==> src/rtl/fsm_write_data.sv <==
// Writes a snapshot of the game variables as a fixed block of 16-bit words into BRAM port A.
// Optional macro CHECKSUM_EN appends an XOR checksum word, making the record 8 words long.
module fsm_write_data #(
  parameter logic [15:0] BASE_ADDR = 16'h0000
) (
  input  logic        clk,
  input  logic        reset,
  input  logic        update,
  input  logic [1:0]  game_state,
  input  logic [9:0]  ball_x,
  input  logic [9:0]  ball_y,
  input  logic [9:0]  paddle1_y,
  input  logic [9:0]  paddle2_y,
  input  logic [6:0]  player_1_score,
  input  logic [6:0]  player_2_score,
  output logic [15:0] addr_a,
  output logic [15:0] data_a,
  output logic        we_a,
  output logic        busy,
  output logic        done
);

`ifdef CHECKSUM_EN
  localparam int REC_WORDS = 8;
`else
  localparam int REC_WORDS = 7;
`endif
  localparam logic [2:0] LAST = 3'(REC_WORDS - 1);

  typedef enum logic [1:0] {IDLE, WRITE, DONE} state_t;

  typedef struct packed {
    logic [1:0] gs;
    logic [9:0] bx;
    logic [9:0] by;
    logic [9:0] p1;
    logic [9:0] p2;
    logic [6:0] s1;
    logic [6:0] s2;
  } snap_t;

  state_t      state, state_nxt;
  logic [2:0]  cnt, cnt_nxt;
  logic        pending, pending_nxt;
  logic        capture;
  snap_t       snap, live, src;
  logic        we_nxt;
  logic [15:0] addr_nxt, data_nxt;

  function automatic logic [15:0] rec_word(input snap_t s, input logic [2:0] k);
    case (k)
      3'd0:    rec_word = {14'b0, s.gs};
      3'd1:    rec_word = {6'b0, s.bx};
      3'd2:    rec_word = {6'b0, s.by};
      3'd3:    rec_word = {6'b0, s.p1};
      3'd4:    rec_word = {6'b0, s.p2};
      3'd5:    rec_word = {9'b0, s.s1};
      3'd6:    rec_word = {9'b0, s.s2};
`ifdef CHECKSUM_EN
      default: rec_word = {14'b0, s.gs} ^ {6'b0, s.bx} ^ {6'b0, s.by} ^ {6'b0, s.p1}
                        ^ {6'b0, s.p2} ^ {9'b0, s.s1} ^ {9'b0, s.s2};
`else
      default: rec_word = 16'h0000;
`endif
    endcase
  endfunction

  assign live = {game_state, ball_x, ball_y, paddle1_y, paddle2_y, player_1_score, player_2_score};
  // Word 0 of a new record is driven in the same edge the snapshot is taken.
  assign src  = capture ? live : snap;

  always_ff @(posedge clk) begin
    if (reset) begin
      state   <= IDLE;
      cnt     <= 3'd0;
      pending <= 1'b0;
      snap    <= '0;
      we_a    <= 1'b0;
      addr_a  <= BASE_ADDR;
      data_a  <= 16'h0000;
    end else begin
      state   <= state_nxt;
      cnt     <= cnt_nxt;
      pending <= pending_nxt;
      if (capture) snap <= live;
      we_a    <= we_nxt;
      addr_a  <= addr_nxt;
      data_a  <= data_nxt;
    end
  end

  always_comb begin
    state_nxt   = state;
    cnt_nxt     = cnt;
    pending_nxt = pending;
    capture     = 1'b0;
    case (state)
      IDLE: if (update || pending) begin
        state_nxt   = WRITE;
        cnt_nxt     = 3'd0;
        capture     = 1'b1;
        pending_nxt = 1'b0;
      end
      WRITE: begin
        if (update) pending_nxt = 1'b1;
        if (cnt == LAST) state_nxt = DONE;
        else             cnt_nxt   = cnt + 3'd1;
      end
      DONE: begin
        // A request landing in the DONE cycle stays queued for the following record.
        pending_nxt = update;
        if (pending) begin
          state_nxt = WRITE;
          cnt_nxt   = 3'd0;
          capture   = 1'b1;
        end else begin
          state_nxt = IDLE;
        end
      end
      default: state_nxt = IDLE;
    endcase
  end

  always_comb begin
    we_nxt   = (state_nxt == WRITE);
    addr_nxt = addr_a;
    data_nxt = data_a;
    if (we_nxt) begin
      addr_nxt = BASE_ADDR + 16'(cnt_nxt);
      data_nxt = rec_word(src, cnt_nxt);
    end
    busy = (state != IDLE);
    done = (state == DONE);
  end

endmodule
==> config.mk <==
export PLATFORM = sky130hd
export DESIGN_NAME = fsm_write_data
export DESIGN_NICKNAME = d
export VERILOG_FILES = /design/src/rtl/fsm_write_data.sv
export SDC_FILE = /design/constraint.sdc
export NUM_CORES = 1
export LEC_CHECK = 0
export BUFFER_PORTS_ARGS = -buffer_cell sky130_fd_sc_hd__buf_2
export CAP_MARGIN = 20
export CORE_MARGIN = 1.5
export CORE_UTILIZATION = 35
export CTS_BUF_LIST = sky130_fd_sc_hd__clkbuf_8
export DETAILED_ROUTE_END_ITERATION = 6
export PLACE_DENSITY_LB_ADDON = 0.08
export SETUP_SLACK_MARGIN = 0.1
export SYNTH_ARGS = -nofsm -noshare
export SYNTH_HDL_FRONTEND = slang
export SYNTH_SLANG_ARGS = --single-unit
==> constraint.sdc <==
create_clock -name clk -period 4 [get_ports clk]
set_clock_uncertainty 0.2 [all_clocks]
set_input_delay 0.2 -clock clk [delete_from_list [all_inputs] [get_ports clk]]
set_output_delay 0.2 -clock clk [all_outputs]
set_load 0.01 [all_outputs]
After elaboration in Yosys (flattened, before gate mapping)
Index checks and enable logic that the tools add are counted. W data, S select, Z words.

$add $sub $neg: 1. Eq/ne operators: 12. Mux-type cells: 16. Reductions and logical operators: 6.

Operators by type and width (count): $pmux W10 S7 (1); $mux W56 (1); $eq A3 B3 Y1 const B (4); $mux W3 (3); $pmux W3 S3 (1); $eq A3 B2 Y1 const B (2); $pmux W2 S3 (1); $mux W1 (5); $eq A2 B1 Y1 const B (2); $mux W2 (2); $ne A2 B2 Y1 const B (2); $add A3 B1 Y3 const B (1); $eq A3 B1 Y1 const B (1); $logic_not A3 Y1 (1); $pmux W1 S3 (1); $reduce_and A3 Y1 (1); $reduce_bool A3 Y1 (1); $eq A2 B2 Y1 const B (1); $logic_not A2 Y1 (1); $pmux W1 S2 (1); $reduce_bool A2 Y1 (1); $logic_or A1 B1 Y1 (1).

Bits in registers: 82. Input bits: 59. Word-level logic and storage cells: 48.

Longest topological paths before layout
Gate-level depths: netlist (run 1).

Word-level depth: 5. Gate-level depth with buffers: 10.

Least setup slack after synthesis (run 1)
OpenSTA, ideal clock, no wires.

Path type: reg2reg. From: register state[0]. To: register data_a[0]. Setup time: 0.126 ns. Data arrival time: 1.954 ns. Slack: 1.720 ns. Cell stages (with the launch flop): 11. Clock period less this slack: 2.280 ns. Cells stage by stage: dfxtp_1 -> inv_1 -> ha_1 -> inv_2 -> a21oi_4 -> buf_12 -> buf_12 -> mux2i_1 -> nor2_1 -> a211oi_1 -> o32ai_2.

Longest elaborated chain between the ends: 4. Elaborated cells between the ends (all ways): 18. Classes of those cells: 9 x eq/ne; 7 x mux; 2 x reduce/logical.

RTL lines: start: declaration (RTL line 42) `state_t state, state_nxt;`; start signal: assignment (RTL line 82) `state <= state_nxt;`; $eq A2 B2 Y1 (tied with other cells) (RTL line 97) `case (state)`; $pmux W3 S3 / $pmux W1 S2 (equally long branches) (RTL line 97); $eq A3 B3 Y1 (tied with other cells) (RTL line 51) `case (k)`; $pmux W10 S7 (RTL line 51); end signal: assignment (RTL line 88) `data_a <= data_nxt;`; end: declaration (RTL line 17) `output logic [15:0] data_a,`.

Several ways; a longest one is shown, not always the timed one. A chain may end at the register's enable or synchronous reset.

Worst setup path after layout (run 1)
From: register state[0]. To: register data_a[1].

The elaborated chain is that of the path after synthesis.

==> results of run 1 <==
repair_timing:
| action | in CTS | in global routing |
|---|---|---|
| resized for setup | 0 | 0 |
| hold endpoints to repair | 55 | 0 |
| hold buffers | 55 | 0 |
cells in the final DEF (no fill, tap or decap), types with 13 or more instances in the layout:
cell type	synthesis	layout
mux2i_1	55	55
dfxtp_1	76	76
buf_2	6	74
nand2_1	19	19
a21oi_1	13	13
dlygate4sd3_1	0	55
nor2_1	78	78
conb_1	1	19
state kept, by name (all words and copies together) (netlist names):
name	count
addr_a	3
cnt	3
state	2
snap	56
data_a	10
we_a	1
pending	1
critical path, delay by kind of cell, from the launching register on:
kind	cells	cell delay, ps
AND/OR/NAND/NOR	2	390
AO/OA/AOI/OAI	3	610
adder cells (fa/ha/maj)	1	330
buffers and inverters	2	550
flip-flops	1	350
multiplexers	1	310
final timing paths:
| kind | cells past startpoint | endpoint | start |
|---|---|---|---|
| hold reg to reg | 2 | data_a[7] | data_a[7] |
| hold / removal | 3 | snap[55] | game_state[1] |
| setup / recovery | 9 | data_a[1] | state[0] |
| setup reg to reg | 9 | data_a[1] | state[0] |
power breakdown:
group	switching [mW]	total, mW	internal (mW)
logic	0.412	0.728	0.316
registers	0.0455	0.916	0.871
clock network	0.306	0.536	0.229
per-layer routing:
layer / wire (µm) / vias to the layer above / part of all wire / global-route usage
li1: - / 1578 / - / -
met1: 4480 / 1449 / 0.49 / 0.221
met2: 4310 / 64 / 0.47 / 0.283
met3: 281 / 10 / 0.031 / 0.0284
met4: 138 / 0 / 0.015 / 0.0616
met5: 0 / - / 0 / 0
area by class of cell:
class,instances,share of cell area
multi-input combinational,288,0.396
clock inverter,7,0.0111
tap,136,0.0359
inverter,8,0.00634
timing repair buffer,135,0.204
clock buffer,9,0.0261
sequential,76,0.321
cells by family (layout without fill, tap and decap cells):
family          count (synthesis)  in the layout  synth area share
simple gates                  132            132             0.166
flops                          76             76             0.416
compound gates                 73             73             0.146
mux                            58             58             0.160
buf+inv                        49            159            0.0909
fa+ha+maj                       6              6            0.0205
other cells                     1             19           0.00102
stage by stage:
stage | cell area [µm²] | instances | setup WS [ps] | util
after floorplan | 3730 | 413 | 1720 | -
after global placement | 4010 | 588 | 1130 | 0.392
after detailed placement | 4010 | 588 | 1100 | 0.392
after CTS | 4740 | 659 | 1090 | 0.463
after global routing | 4740 | 659 | 873 | 0.463
final | 4740 | 659 | 1150 | 0.463
==> summary.txt, run 1 <==
commonest cells in the netlist: 78 x nor2_1, 76 x dfxtp_1, 55 x mux2i_1, 21 x buf_4, 19 x nand2_1
synthesis-stage register bit count: 76
final wirelength: 9210 µm
final hold slack: 50.4 ps
Tot GR Track Use: 0.170
die footprint: 0.0111 mm²
Mapped Area: 0.00366 mm²
fin nets: 583
initial antenna violation count: 0
# setup viols final: 0
initial DRC count: 140
worst-margin pin slew: 991 ps
ys flop type: dfxtp_1
crit share post-route: 0.713
grt ovf: 0
CTS tree: built
FFs w/ async S/R, synth: 0
area of the core: 0.0102 mm²
setup repair bufs after CTS: 0
largest net degree at the start of global routing: 54
die width: 105 µm
Critical Path RT: 4040 ps
worst-skew pair later-pin latency: 350 ps
# fillers: 1038
Worst Setup Path Type: reg2reg
number of I/O port buffers: 74
FP Rows: 37
post-synthesis area per instance: 9.27 µm²
largest area contributor in the netlist: dfxtp_1
CTS HTree Levels: 3
antenna cell count: 0
final hold vios: 0
vias: 3101
Hold WC Path Type: in2reg
setup TNS: 0 ps
CP max stage cell: buf_4
cell with the most instances after synthesis: nor2_1
Synth cell types: 53
Leak: 2.07 nW
Routability Congestion: 0.767
clk sinks: 76
fin crit period: 2850 ps
Ports: 94
Vias/cell: 4.71
Yosys top cell area share: 0.416
run status: finished, final reports clean
Yosys warning count: 0
Worst slew margin: 0.339
crit-path cells: inv_1, ha_1, a21oi_2, a21oi_4, buf_4, mux2i_1, nor3_1, nor4_1, o32ai_1
CTS Buf Count: 9
DP Wirelength: 6370 µm
CTS max path bufs: 2
clk slew on worst S/H paths: 90 ps
r2r setup slk: 1150 ps
Layout area overhead: 29.4%
register area share after synthesis: 0.416
total power: 2.18 mW
DRT antenna net count: 0
RSZ-0062 raised after global routing: no
synth top area cells: dfxtp_1 42%, mux2i_1 15%, nor2_1 8.0%
Worst EP arrival: 2890 ps
Max stage delay on crit path: 460 ps
Final Max Slew Viols: 0
Pre-Repair DR Iteration Count: 4
FF/Latch Area: 0.00152 mm²
pwr dens: 460 mW/mm²
max_cap viols: 0
CP Max Fanout: 24
vias in the first global route: 2993
WL/cell: 14.0 µm
fmax: 351 MHz
Max IR drop VDD: 0.000194 V
crit path launch type: register
first-pass GRT wire length: 14800 µm
Crit. End Element: register
number of flops mapped to enable cells by yosys: 0
share of post-route cells with drive strength above 1: 0.233
footprint of the multi-input gates: 0.00187 mm²
die height: 105 µm
Remaining DRCs: 0
root buffer cell: clkbuf_8
synthesized netlist cell count: 395
Initial Util: 0.358
No activity file was read; power rests on OpenSTA's default activity.
==> run 2: changes to the inputs <==
==> constraint.sdc (replaced) <==
create_clock -name clk -period 2.79 [get_ports clk]
set_clock_uncertainty 0.2 [all_clocks]
set_input_delay 0.1395 -clock clk [delete_from_list [all_inputs] [get_ports clk]]
set_output_delay 0.1395 -clock clk [all_outputs]
set_load 0.01 [all_outputs]
==> summary.txt, run 2 (synthesis gave the netlist of run 1 again) <==
run status: finished, final reports clean (unchanged)
Hold Crit Start: update (was game_state[1])
Max IR drop VDD: 0.000290 V (was 0.000194 V)
setup TNS: 0 ps (unchanged)
# setup viols final: 0 (unchanged)
Pre-Repair DR Iteration Count: 4 (unchanged)
CTS HTree Levels: 3 (unchanged)
CTS max path bufs: 2 (unchanged)
initial DRC count: 137 (was 140)
Min-Delay Endpoint: pending (was snap[55])
Reg with most FFs: snap (unchanged)
largest net degree at the start of global routing: 45 (was 54)
Remaining DRCs: 0 (unchanged)
r2r setup slk: 270 ps (was 1150 ps)
Initial Util: 0.358 (unchanged)
max FFs per register: 56 (unchanged)
most frequent cells in the layout: 78 x nor2_1, 76 x dfxtp_1, 74 x buf_2, 56 x dlygate4sd3_1, 53 x mux2i_1 (was 78 x nor2_1, 76 x dfxtp_1, 74 x buf_2, 55 x mux2i_1, 55 x dlygate4sd3_1)
Final Max Slew Viols: 0 (unchanged)
Tot GR Track Use: 0.175 (was 0.170)
Worst slew margin: 0.445 (was 0.339)
Routability Congestion: 0.760 (was 0.767)
WL/cell: 14.0 µm (about the same)
Worst Setup Path Type: reg2reg (unchanged)
first-pass GRT wire length: 15300 µm (was 14800 µm)
Hold Crit Depth: 4 (was 3)
worst-margin pin slew: 833 ps (was 991 ps)
fin nets: 597 (was 583)
clk sinks: 76 (unchanged)
crit share post-route: 0.903 (was 0.713)
Metal-1 WL: 4560 µm (was 4480 µm)
DRT antenna net count: 0 (unchanged)
max_cap viols: 0 (unchanged)
crit path launch type: register (unchanged)
Met2 Wirelength: 4400 µm (was 4310 µm)
final wirelength: 9410 µm (was 9210 µm)
Setup WS post-layout: 270 ps (was 1150 ps)
initial antenna violation count: 0 (unchanged)
Crit. End Element: register (unchanged)
setup repair bufs after CTS: 0 (unchanged)
clk slew on worst S/H paths: 80 ps (was 90 ps)
die width: 105 µm (unchanged)
DP Worst Slack: 168 ps (was 1100 ps)
CP Max Fanout: 11 (was 24)
CTS tree: built (unchanged)
uppermost layer routed: met4 (unchanged)
Layout area overhead: 34.3% (was 29.4%)
Critical Path RT: 2870 ps (was 4040 ps)
Ports: 94 (unchanged)
DP Wirelength: 6650 µm (was 6370 µm)
share of post-route cells with drive strength above 1: 0.259 (was 0.233)
vias: 3205 (was 3101)
Leak: 2.15 nW (was 2.07 nW)
FP Rows: 37 (unchanged)
most common cell after layout, fill and taps aside: nor2_1 (unchanged)
CTS Buf Count: 9 (unchanged)
top flop regs: snap: 56 flops, data_a: 10 flops (unchanged)
worst-skew pair later-pin latency: 360 ps (was 350 ps)
die footprint: 0.0111 mm² (unchanged)
final hold vios: 0 (unchanged)
grt ovf: 0 (unchanged)
number of I/O port buffers: 74 (unchanged)
pwr dens: 670 mW/mm² (was 460 mW/mm²)
RR Startpoint: state[0] (unchanged)
met3 WL post-DR: 312 µm (was 281 µm)
fmax: 397 MHz (was 351 MHz)
antenna cell count: 0 (unchanged)
RSZ-0062 raised after global routing: yes (was no)
Hold WC Path Type: in2reg (unchanged)
R2R cell count: 9 (unchanged)
Vias/cell: 4.77 (was 4.71)
vias in the first global route: 3084 (was 2993)
Worst EP arrival: 2600 ps (was 2890 ps)
area of the core: 0.0102 mm² (unchanged)
die height: 105 µm (unchanged)
root buffer cell: clkbuf_8 (unchanged)
reg-to-reg endpoint: data_a[6] (was data_a[1])
fin crit period: 2520 ps (was 2850 ps)
## run 2: metrics by stage
| step | total power, mW | instance area, µm² | util | std cells | hold WS [ps] |
|---|---|---|---|---|---|
| after global placement | 2.40 | 4150 | 0.405 | 601 | 208 |
| after detailed placement | 2.40 | 4150 | 0.405 | 601 | 210 |
| after floorplan | 2.13 | 3730 | - | 413 | 101 |
| final | 3.29 | 4920 | 0.480 | 672 | 53.4 |
| after global routing | 3.49 | 4920 | 0.480 | 672 | 129 |
| after CTS | 3.31 | 4900 | 0.479 | 672 | 44.7 |
## run 2: worst max path at each step
stage	end	from	cells past startpoint
after floorplan	data_a[0]	state[0]	10
after global placement	data_a[0]	state[0]	10
after detailed placement	data_a[0]	state[0]	10
after CTS	data_a[6]	state[0]	9
after global routing	data_a[3]	state[1]	9
final	data_a[6]	state[0]	9
## run 2: repair_timing
action | in CTS | in global routing
resized for setup | 0 | 5
hold buffers | 56 | 0
endpoints found under the setup margin | 0 | 10
hold endpoints to repair | 56 | 0
## run 2: routing by layer
layer	track usage	up-vias
li1	-	1605
met1	0.229	1518
met2	0.295	72
met3	0.0247	10
met4	0.0616	0
met5	0	-
## run 2: where the power goes
group          total (mW)  internal, mW  switching, mW
clock network       0.851         0.410          0.441
logic                1.12         0.519          0.604
registers            1.32          1.25         0.0705
total                3.29          2.18           1.12
## run 2: final cells by class
type	count	area (µm²)
Fill cell	1012	5320
Inverter	8	30.0
Tap cell	136	170
Sequential cell	76	1520
Timing Repair Buffer	149	1110
Clock inverter	6	66.3
Multi-Input combinational cell	288	1890
Clock buffer	9	124
## run 2: worst max-delay path: stages, from the launching register on
cell and delay (ps):
dfxtp_1 400, ha_2 350, nor2b_1 80, o221a_2 280, a21oi_4 250, nand2_1 200
buf_4 210, o22ai_1 150, o21ai_0 130, a31oi_1 190
==> run 3: changes to the inputs <==
--- a/config.mk
+++ b/config.mk
@@ -5,13 +5,14 @@
 export SDC_FILE = /design/constraint.sdc
 export NUM_CORES = 1
 export LEC_CHECK = 0
-export BUFFER_PORTS_ARGS = -buffer_cell sky130_fd_sc_hd__buf_2
 export CAP_MARGIN = 20
 export CORE_MARGIN = 1.5
 export CORE_UTILIZATION = 35
 export CTS_BUF_LIST = sky130_fd_sc_hd__clkbuf_8
 export DETAILED_ROUTE_END_ITERATION = 6
+export DONT_BUFFER_PORTS = 1
 export PLACE_DENSITY_LB_ADDON = 0.08
+export RECOVER_POWER = 100
 export SETUP_SLACK_MARGIN = 0.1
 export SYNTH_ARGS = -nofsm -noshare
 export SYNTH_HDL_FRONTEND = slang
==> summary.txt, run 3 (synthesis gave the netlist of run 1 again) <==
run status: finished, final reports clean (unchanged)
reg-to-reg endpoint: data_a[8] (was data_a[6])
clk sinks: 76 (unchanged)
Net Sw Power: 1.09 mW (was 1.12 mW)
final hold vios: 0 (unchanged)
Final Max Slew Viols: 0 (unchanged)
Switching Fraction: 0.337 (was 0.339)
Max stage delay on crit path: 430 ps (was 400 ps)
DP Area: 0.00373 mm² (was 0.00415 mm²)
max_cap viols: 0 (unchanged)
design area: 0.00455 mm² (was 0.00492 mm²)
setup TNS: 0 ps (unchanged)
die height: 105 µm (unchanged)
critical path capture point: data_a[8] (was data_a[6])
met1 GRT Util: 0.218 (was 0.229)
Int Power: 2.14 mW (was 2.18 mW)
crit path launch type: register (unchanged)
RSZ-0062 raised after global routing: yes (unchanged)
clock power share: 0.268 (was 0.258)
Leak: 1.85 nW (was 2.15 nW)
combinational share of power: 0.315 (was 0.341)
# setup viols final: 0 (unchanged)
max FFs per register: 56 (unchanged)
Tot GR Track Use: 0.170 (was 0.175)
Initial Util: 0.358 (unchanged)
grt ovf: 0 (unchanged)
Layout area overhead: 24.4% (was 34.3%)
Pre-Repair DR Iteration Count: 4 (unchanged)
met2 usage: 0.273 (was 0.295)
RR Startpoint: state[0] (unchanged)
Ports: 94 (unchanged)
fin crit period: 2580 ps (was 2520 ps)
Worst EP arrival: 2650 ps (was 2600 ps)
clk slew on worst S/H paths: 80 ps (about the same)
root buffer cell: clkbuf_8 (unchanged)
first-pass GRT wire length: 14800 µm (was 15300 µm)
FP Rows: 37 (unchanged)
top flop regs: snap: 56 flops, data_a: 10 flops (unchanged)
Hold Crit Start: game_state[0] (was update)
Reg power frac: 0.418 (was 0.401)
Reg with most FFs: snap (unchanged)
CTS HTree Levels: 3 (unchanged)
final wirelength: 9140 µm (was 9410 µm)
vias in the first global route: 2856 (was 3084)
Hold WC Path Type: in2reg (unchanged)
antenna cell count: 0 (unchanged)
CTS Buf Count: 9 (unchanged)
Max IR drop VDD: 0.000261 V (was 0.000290 V)
number of I/O port buffers: 0 (was 74)
initial antenna violation count: 0 (unchanged)
pwr dens: 709 mW/mm² (was 670 mW/mm²)
Worst Setup Path Type: reg2reg (unchanged)
Critical Path RT: 2870 ps (about the same)
fmax: 388 MHz (was 397 MHz)
crit-path cells: inv_1, ha_1, inv_1, a21oi_4, buf_12, a21oi_1, or3_4, nor3_2, a22oi_1, a21oi_1 (was ha_2, nor2b_1, o221a_2, a21oi_4, nand2_1, buf_4, o22ai_1, o21ai_0, a31oi_1)
r2r setup slk: 210 ps (was 270 ps)
WL/cell: 15.3 µm (was 14.0 µm)
CP Max Fanout: 20 (was 11)
most common cell after layout, fill and taps aside: nor2_1 (unchanged)
DRT antenna net count: 0 (unchanged)
Remaining DRCs: 0 (unchanged)
DP Wirelength: 6470 µm (was 6650 µm)
Crit. End Element: register (unchanged)
Vias/cell: 4.83 (was 4.77)
Routability Congestion: 0.730 (was 0.760)
vias: 2876 (was 3205)
R2R cell count: 10 (was 9)
CTS tree: built (unchanged)
CP max stage cell: or3_4 (was dfxtp_1)
grt peak-use layer: met2 (unchanged)
die footprint: 0.0111 mm² (unchanged)
# fillers: 1035 (was 1012)
die width: 105 µm (unchanged)
crit share post-route: 0.924 (was 0.903)
share of post-route cells with drive strength above 1: 0.124 (was 0.259)
worst-skew pair later-pin latency: 350 ps (was 360 ps)
most frequent cells in the layout: 78 x nor2_1, 76 x dfxtp_1, 58 x dlygate4sd3_1, 54 x mux2i_1 (was 78 x nor2_1, 76 x dfxtp_1, 74 x buf_2, 56 x dlygate4sd3_1, 53 x mux2i_1)
initial DRC count: 108 (was 137)
largest net degree at the start of global routing: 73 (was 45)
fin nets: 520 (was 597)
area of the core: 0.0102 mm² (unchanged)
CTS max path bufs: 2 (unchanged)
M3 GR Usage: 0.0519 (was 0.0247)
Critical path origin: state[0] (unchanged)
## run 3: power groups by stage
stage / logic [mW] / registers, mW / clock network, mW
global placement: 0.931 / 1.37 / 0
detailed placement: 0.934 / 1.38 / 0
finish: 1.02 / 1.35 / 0.864
global route: 1.13 / 1.37 / 0.954
floorplan: 0.788 / 1.34 / 0
CTS: 1.03 / 1.35 / 0.894
## run 3: metal layers
layer | up-vias | routed length [µm] | part of all wire
li1 | 1450 | - | -
met1 | 1357 | 4330 | 0.47
met2 | 65 | 4210 | 0.46
met3 | 4 | 522 | 0.057
met4 | 0 | 76 | 0.0083
met5 | - | 0 | 0
## run 3: critical path: cells and delay by family, from the launching register on
family	cells	cell delay [ps]
DFF	1	350
adders and majority gates	1	250
buffers and inverters	3	440
and+or+nand+nor	2	710
AOI/OAI and AO/OA	4	570
## run 3: cell type report
| cell class | instances | area, µm² | area share |
|---|---|---|---|
| multi-input cells | 288 | 1890 | 0.414 |
| flip-flops and latches | 76 | 1520 | 0.334 |
| repair buffers | 72 | 743 | 0.163 |
| well taps | 136 | 170 | 0.0374 |
| clock buffers | 10 | 138 | 0.0302 |
| clock inverters | 6 | 63.8 | 0.0140 |
| inverters | 8 | 30.0 | 0.00660 |
## run 3: what timing repair did
action / 4_1_cts / 5_1_grt
hold buffers: 59 / 0
buffers inserted: 0 / 0
hold endpoints to repair: 76 / 0
setup endpoints to repair: 0 / 9
gates resized for setup: 0 / 6
## run 3: worst min path at each step
| stage | to | cells after the start |
|---|---|---|
| after floorplan | snap[25] | 2 |
| after global placement | data_a[9] | 1 |
| after detailed placement | snap[45] | 1 |
| after CTS | data_a[0] | 4 |
| after global routing | data_a[0] | 4 |
| final | data_a[0] | 4 |
## run 3: through the flow
step           total power, mW  cells  utilization  hold slack, ps  worst slack (ps)
2_1_floorplan             2.13    413            -             101               510
3_3_place_gp              2.30    521        0.365            16.0               179
3_5_place_dp              2.31    521        0.365            19.0               155
4_1_cts                   3.27    596        0.444            85.8               134
5_1_grt                   3.45    596        0.445             122              48.5
6_report                  3.23    596        0.445             102               212
